===== src/rtl/serial_bus_pkg.sv =====
// Shared types and helpers for the parametrised single-wire serial bus master.
// Holds the FSM state encoding, the read/write encoding and a counter-width helper.
package serial_bus_pkg;

    typedef enum logic [3:0] {
        IDLE,
        REQ,
        ADDR,
        ACKA,
        WDATA,
        ACKW,
        RDATA,
        SPLIT,
        DONE,
        ERR
    } sbm_state_t;

    localparam logic BUS_RD = 1'b0;
    localparam logic BUS_WR = 1'b1;

    // Bits needed to count 0..n-1, never less than one bit.
    function automatic int sbm_width(input int n);
        if (n <= 2) begin
            return 1;
        end
        return $clog2(n);
    endfunction

endpackage


===== src/rtl/counter.sv =====
// Generic up-counter with a synchronous clear and an increment enable.
// Clear wins over increment; the asynchronous reset clears to zero.
module counter #(
    parameter int WIDTH = 4
) (
    input  logic             CLK,
    input  logic             RSTN,
    input  logic             rst,
    input  logic             incr,
    output logic [WIDTH-1:0] count
);

    always_ff @(posedge CLK or negedge RSTN) begin
        if (!RSTN) begin
            count <= '0;
        end else if (rst) begin
            count <= '0;
        end else if (incr) begin
            count <= count + 1'b1;
        end
    end

endmodule


===== src/rtl/serial_bus_master_p.sv =====
// Single-wire serial bus master: arbitrates, shifts address/data LSB-first, waits for
// acknowledge with bounded retry, and splits reads across grant withdrawal.
module serial_bus_master_p
    import serial_bus_pkg::*;
#(
    parameter int ADDR_W      = 16,
    parameter int DATA_W      = 8,
    parameter int ACK_TIMEOUT = 3,
    parameter int MAX_RETRY   = 2
) (
    input  logic              CLK,
    input  logic              RSTN,
    input  logic              M_EXECUTE,
    input  logic              M_RW,
    input  logic [ADDR_W-1:0] M_ADDR,
    input  logic [DATA_W-1:0] M_DIN,
    output logic [DATA_W-1:0] M_DOUT,
    output logic              M_DVALID,
    output logic              M_ERR,
    output logic              M_BSY,
    output logic              B_REQ,
    input  logic              B_GRANT,
    output logic              B_UTIL,
    output logic              B_RW,
    output logic              A_ADD,
    output logic              B_BUS_OUT,
    input  logic              B_BUS_IN,
    input  logic              B_ACK,
    output logic              B_DONE
);

    localparam int IDX_W = sbm_width((ADDR_W > DATA_W) ? ADDR_W : DATA_W);
    localparam int TO_W  = sbm_width(ACK_TIMEOUT);
    localparam int RT_W  = sbm_width(MAX_RETRY + 1);

    localparam logic [IDX_W-1:0] ADDR_LAST = IDX_W'(ADDR_W - 1);
    localparam logic [IDX_W-1:0] DATA_LAST = IDX_W'(DATA_W - 1);
    localparam logic [TO_W-1:0]  TO_LAST   = TO_W'(ACK_TIMEOUT - 1);
    localparam logic [RT_W-1:0]  RT_MAX    = RT_W'(MAX_RETRY);

    sbm_state_t        state;
    sbm_state_t        nxt;
    logic              rw_sh;
    logic [ADDR_W-1:0] addr_sh;
    logic [DATA_W-1:0] data_sh;
    logic [DATA_W-1:0] rdata_sh;
    logic [DATA_W-1:0] rdata_nxt;
    logic [DATA_W-1:0] bit_mask;
    logic [RT_W-1:0]   retry;
    logic [IDX_W-1:0]  idx;
    logic [IDX_W-1:0]  idx_nxt;
    logic [TO_W-1:0]   to_cnt;
    logic              idx_clr;
    logic              idx_inc;
    logic              to_clr;
    logic              to_inc;
    logic              rt_inc;
    logic              rd_cap;
    logic              ack_expired;
    logic              accept;
    logic              addr_bit;
    logic              data_bit;

    counter #(.WIDTH(IDX_W)) u_idx (
        .CLK   (CLK),
        .RSTN  (RSTN),
        .rst   (idx_clr),
        .incr  (idx_inc),
        .count (idx)
    );

    counter #(.WIDTH(TO_W)) u_timeout (
        .CLK   (CLK),
        .RSTN  (RSTN),
        .rst   (to_clr),
        .incr  (to_inc),
        .count (to_cnt)
    );

    assign accept = (state == IDLE) && M_EXECUTE;

    always_comb begin
        nxt         = state;
        idx_clr     = 1'b0;
        idx_inc     = 1'b0;
        to_clr      = 1'b1;
        to_inc      = 1'b0;
        rt_inc      = 1'b0;
        rd_cap      = 1'b0;
        ack_expired = (to_cnt == TO_LAST);
        case (state)
            IDLE: begin
                idx_clr = 1'b1;
                if (M_EXECUTE) nxt = REQ;
            end
            REQ: begin
                idx_clr = 1'b1;
                if (B_GRANT) nxt = ADDR;
            end
            ADDR, WDATA: begin
                // Losing grant mid-shift restarts the whole transfer from address bit 0.
                if (!B_GRANT) begin
                    nxt     = REQ;
                    idx_clr = 1'b1;
                end else if (state == ADDR && idx == ADDR_LAST) begin
                    nxt     = ACKA;
                    idx_clr = 1'b1;
                end else if (state == WDATA && idx == DATA_LAST) begin
                    nxt     = ACKW;
                    idx_clr = 1'b1;
                end else begin
                    idx_inc = 1'b1;
                end
            end
            ACKA, ACKW: begin
                to_clr = 1'b0;
                if (B_ACK) begin
                    idx_clr = 1'b1;
                    if (state == ACKW)       nxt = DONE;
                    else if (rw_sh == BUS_WR) nxt = WDATA;
                    else                     nxt = RDATA;
                end else if (ack_expired) begin
                    to_clr = 1'b1;
                    if (retry < RT_MAX) begin
                        rt_inc = 1'b1;
                        nxt    = REQ;
                    end else begin
                        nxt = ERR;
                    end
                end else begin
                    to_inc = 1'b1;
                end
            end
            RDATA, SPLIT: begin
                // The bit at the held index is captured on the edge where grant is back.
                if (!B_GRANT) begin
                    nxt = SPLIT;
                end else begin
                    rd_cap = 1'b1;
                    if (idx == DATA_LAST) begin
                        nxt     = DONE;
                        idx_clr = 1'b1;
                    end else begin
                        nxt     = RDATA;
                        idx_inc = 1'b1;
                    end
                end
            end
            default: begin
                idx_clr = 1'b1;
                nxt     = IDLE;
            end
        endcase

        idx_nxt   = idx_clr ? '0 : (idx_inc ? idx + 1'b1 : idx);
        bit_mask  = DATA_W'(1) << idx;
        rdata_nxt = B_BUS_IN ? (rdata_sh | bit_mask) : (rdata_sh & ~bit_mask);
        addr_bit  = 1'(addr_sh >> idx_nxt);
        data_bit  = 1'(data_sh >> idx_nxt);
    end

    // State, shadow registers and every output are registered from the next state.
    always_ff @(posedge CLK or negedge RSTN) begin
        if (!RSTN) begin
            state     <= IDLE;
            rw_sh     <= BUS_RD;
            addr_sh   <= '0;
            data_sh   <= '0;
            rdata_sh  <= '0;
            retry     <= '0;
            M_DOUT    <= '0;
            M_DVALID  <= 1'b0;
            M_ERR     <= 1'b0;
            M_BSY     <= 1'b0;
            B_REQ     <= 1'b0;
            B_UTIL    <= 1'b0;
            B_RW      <= 1'b0;
            A_ADD     <= 1'b0;
            B_BUS_OUT <= 1'b0;
            B_DONE    <= 1'b0;
        end else begin
            state <= nxt;
            if (accept) begin
                rw_sh   <= M_RW;
                addr_sh <= M_ADDR;
                data_sh <= M_DIN;
                retry   <= '0;
            end else if (rt_inc) begin
                retry <= retry + 1'b1;
            end
            if (rd_cap) begin
                rdata_sh <= rdata_nxt;
            end
            if (rd_cap && nxt == DONE) begin
                M_DOUT <= rdata_nxt;
            end
            M_BSY     <= (nxt != IDLE);
            B_REQ     <= nxt inside {REQ, ADDR, ACKA, WDATA, ACKW, RDATA, SPLIT};
            B_UTIL    <= nxt inside {ADDR, ACKA, WDATA, ACKW, RDATA};
            B_RW      <= rw_sh && (nxt inside {ADDR, ACKA, WDATA, ACKW, RDATA});
            A_ADD     <= (nxt == ADDR);
            B_BUS_OUT <= (nxt == ADDR) ? addr_bit : ((nxt == WDATA) ? data_bit : 1'b0);
            M_DVALID  <= (nxt == DONE);
            M_ERR     <= (nxt == ERR);
            B_DONE    <= (nxt == DONE) || (nxt == ERR);
        end
    end

endmodule

===== config.mk =====
export PLATFORM = sky130hd
export DESIGN_NAME = serial_bus_master_p
export DESIGN_NICKNAME = d
export VERILOG_FILES = /design/src/rtl/serial_bus_pkg.sv /design/src/rtl/counter.sv /design/src/rtl/serial_bus_master_p.sv
export SDC_FILE = /design/constraint.sdc
export NUM_CORES = 1
export LEC_CHECK = 0
export CORE_MARGIN = 2
export CORE_UTILIZATION = 50
export CTS_BUF_LIST = sky130_fd_sc_hd__clkbuf_2
export CTS_CLUSTER_SIZE = 28
export DETAILED_ROUTE_END_ITERATION = 10
export PLACE_DENSITY_LB_ADDON = 0.1
export SETUP_SLACK_MARGIN = 0.15
export SYNTH_ARGS = -nofsm -noshare
export SYNTH_HDL_FRONTEND = slang
export SYNTH_HIERARCHICAL = 1
export SYNTH_SLANG_ARGS = --single-unit
export TNS_END_PERCENT = 5

===== constraint.sdc =====
create_clock -name CLK -period 2.77 [get_ports CLK]
set_input_delay 0.4155 -clock CLK [delete_from_list [all_inputs] [get_ports CLK]]
set_output_delay 0.4155 -clock CLK [all_outputs]
set_load 0.01 [all_outputs]

==> Implementation_results.wiki <==
{| class="wikitable"
! Metric !! Value
|-
| Synthesized Nets || 341
|-
| Starting utilization of the core area || 51.88%
|-
| Area growth, synth to finish || 27.54%
|-
| Share of the yosys chip area belonging to registers || 47.09%
|-
| Warnings from Yosys || 6
|-
| Fraction of power consumed by combinational cells || 49.1%
|-
| Maximum number of pins on one net before global-route repair || 33
|-
| Arrival time reported for the critical path endpoint || 3.05 ns
|-
| Worst clock skew || 0.01350 ns
|-
| Share of flip-flops with an asynchronous set or reset after synthesis || 100.0%
|-
| Leakage power figure || 1.871 nW
|-
| Top achievable clock speed || 0.3836 GHz
|-
| Overall overflow remaining after global route || 0
|-
| Prevailing post-synth register cell || dfrtp_1
|-
| Endpoint class of the critical path || flop
|-
| Final WL || 6.677 mm
|-
| Overall die height || 85.17 um
|-
| Number of register bits inferred by synthesis || 62
|-
| Largest driver fanout on the critical path || 6
|-
| Final Setup Violations || 0
|-
| Syn avg cell area || 10.87 um^2
|-
| Max-slew headroom at the worst pin || 50.09%
|-
| Via count of the first global-routing pass || 2554
|-
| Worst-path cell chain || or3b_4 -> a211oi_4 -> o31ai_4 -> and2_4 -> buf_4 -> o2111ai_2 -> or4b_4 -> o22ai_1 -> a211o_1
|-
| Clock power share || 12.7%
|-
| Router iterations before antenna repair || 4
|-
| Areal power density over the cells || 827.1 mW/mm^2
|-
| Post-route DRC || 0
|-
| Max-Cap Viols || 0
|-
| Number of nets with antenna violations after detailed routing || 0
|-
| DP Wirelength || 4.993 mm
|-
| Number of ports placed on the die boundary || 48
|-
| Number of clock sinks seen by CTS || 62
|-
| CTS HTree Levels || 3
|-
| Shortest clock period the worst path allows after layout || 2.607 ns
|-
| TritonCTS buffer count || 9
|-
| Sequential group share of total power || 38.2%
|-
| Global-route wire length before repair || 11.56 mm
|-
| Result of the run || complete, no violations
|-
| Weighted congestion reported at the end of routability-driven placement || 0.8030
|-
| Total net switching power || 1.298 mW
|-
| Final Max Slew Viols || 0
|-
| Setup slack, reg-to-reg || 0.16 ns
|-
| Antenna violations before repair || 0
|-
| Die extent in x || 85.17 um
|-
| Site Rows || 29
|-
| WHS || 0.4947 ns
|-
| Area enclosed by the die boundary || 0.007254 mm^2
|-
| Gate count of the mapped netlist || 303
|-
| Detailed-route via count || 2525
|-
| Count of input and output buffers || 47
|-
| Endpoint required time on the critical path || 3.21 ns
|-
| Unrepaired setup endpoints after global routing || yes
|-
| Type of the most critical hold path || reg -> reg
|-
| Worst-case vdd ir drop || 0.4614 mV
|-
| Root buffer cell || clkbuf_2
|-
| Maximum single-stage delay on the critical path || 0.49 ns
|-
| Post-synth cell types || 56
|-
| Final layout net count || 418
|-
| Core Footprint || 0.006350 mm^2
|-
| Internal cell power || 2.177 mW
|-
| Post-DR wirelength/cell || 14.45 um
|-
| TritonCTS clock tree || built
|-
| DRT iter0 DRCs || 134
|-
| Buffer depth of the longest clock path || 2
|-
| Portion of the clock cycle consumed by the worst path in the final layout || 94.12%
|-
| Count of endpoints failing hold in the final timing report || 0
|-
| DR vias/cell || 5.465
|-
| Sum of negative setup slack || 0 ns
|-
| Later-pin clock latency in the skew report || 0.49 ns
|-
| Slowest CP cell || or4b_4
|-
| Clock transition at the registers of the reported paths || 0.17 ns
|-
| Startpoint Class || flop
|-
| Worst-Margin Slew || 0.7486 ns
|-
| Number of enable flip-flop cells after synthesis || 0
|-
| Switching Share || 37.36%
|-
| Share of final-layout standard cells stronger than drive strength 1 || 28.05%
|-
| Post-synth design cell area || 0.003294 mm^2
|-
| Overall Global Routing Usage || 20.17%
|-
| Worst setup path class || reg -> reg
|-
| Antenna diode count || 0
|}
## layout by cell type (no fill, tap or decap), drive strengths merged, types with 2 or more instances in the layout
cell type      instances
o211ai                 3
a31oi                  2
nor2b                  7
mux2                  39
nand2b                 4
xnor2                  3
dfrtp                 62
o21ai                 17
nand3                  6
clkdlybuf4s50         46
nor2                  19
a21boi                 4
clkinv                 4
o22ai                  2
nand2                 33
a21bo                  2
nand3b                 3
nand4                  2
mux2i                 15
or3                    2
nor3b                  3
a21oi                  6
inv                   11
buf                   33
o2111ai                2
nand4b                 2
ha                     7
a211oi                 3
or2                    2
and2                   3
clkbuf                11
o211a                  2
nor3                   7
## metrics by stage
step | instances | power (mW) | util, % | worst slack, ns | area (um^2)
global placement | 444 | 2.962 | 64.02 | -0.2194 | 4065
floorplan | 303 | 2.440 | - | 0.002025 | 3337
global route | 462 | 3.747 | 66.17 | 0.04651 | 4202
detailed placement | 444 | 3.010 | 64.02 | -0.3552 | 4065
CTS | 462 | 3.490 | 65.97 | 0.1629 | 4189
finish | 462 | 3.475 | 66.17 | 0.1629 | 4202
## path summary, 6_finish.rpt
check | startpoint | cells after the start | end
hold reg to reg | M_DOUT[2]$_DFFE_PN0P_ | 2 | M_DOUT[2]$_DFFE_PN0P_
hold / removal | M_DOUT[2]$_DFFE_PN0P_ | 2 | M_DOUT[2]$_DFFE_PN0P_
min in group asynchronous | RSTN | 2 | u_timeout/count[0]$_DFFE_PN0P_
setup / recovery | u_idx/count[3]$_DFFE_PN0P_ | 9 | B_BUS_OUT$_DFF_PN0_
setup reg to reg | u_idx/count[3]$_DFFE_PN0P_ | 9 | B_BUS_OUT$_DFF_PN0_
max in group asynchronous | RSTN | 3 | data_sh[0]$_DFFE_PN0P_
## critical path, delay by kind of cell, from the launching register on
family          cells  cell delay [ns]
compound gates      5             0.91
buf+inv             1             0.13
flops               1             0.45
simple gates        3             1.07
## power groups by stage
stage          logic (mW)  registers [mW]  clock network [mW]
2_1_floorplan        1.12            1.32                   0
3_3_place_gp         1.62            1.34                   0
3_5_place_dp         1.66            1.35                   0
4_1_cts              1.70            1.33               0.458
5_1_grt              1.88            1.36               0.505
6_report             1.70            1.33               0.443
## metal layers
metal,GRT usage [%],share of wire [%]
met5,0,0
met1,24.89,43
met2,34.02,51
met4,7.071,1.1
met3,5.642,4.9
## sequential cells by signal, indices dropped and copies added (netlist names), 2 cells and up
signal and cells:
u_timeout/count 2, rdata_sh 8, retry 2, state 4
u_idx/count 4, M_DOUT 8, data_sh 8, addr_sh 16
## cells by family after synthesis
| group | Yosys count | share of synthesized area, % |
|---|---|---|
| simple gates | 97 | 15.23 |
| buf+inv | 25 | 3.646 |
| mux | 54 | 18.00 |
| xor+xnor | 4 | 1.064 |
| flops | 62 | 47.09 |
| compound gates | 54 | 12.31 |
| fa+ha+maj | 7 | 2.658 |
## what timing repair did
action,4_1_cts,5_1_grt
gates cloned,0,0
setup endpoints to repair,1,1
gates resized for setup,5,5
pin swaps,1,1
hold buffers,1,0
hold endpoints to repair,31,0
buffers inserted,1,0
## synth_stat cells (all sizes together) (4+ instances only)
cell / n / area [um^2]
a21oi: 6 / 33.78
ha: 7 / 87.58
nand2b: 4 / 25.02
nor3: 7 / 35.03
nor2: 19 / 71.32
mux2i: 15 / 150.1
buf: 6 / 48.79
clkbuf: 8 / 30.03
mux2: 39 / 442.9
nor2b: 7 / 43.79
a21boi: 4 / 30.03
o21ai: 17 / 85.08
inv: 11 / 41.29
dfrtp: 62 / 1551
nand3: 6 / 30.03
nand2: 33 / 123.9
## final cells by class
cell class | count | area [um^2]
Clock buffer | 11 | 55.05
Fill cell | 527 | 2148
Inverter | 11 | 41.29
Multi-Input combinational cell | 216 | 1697
Timing Repair Buffer | 80 | 732.0
Sequential cell | 62 | 1554
Tap cell | 77 | 96.34
Clock inverter | 5 | 26.28
(Power assumes the default switching activity.)
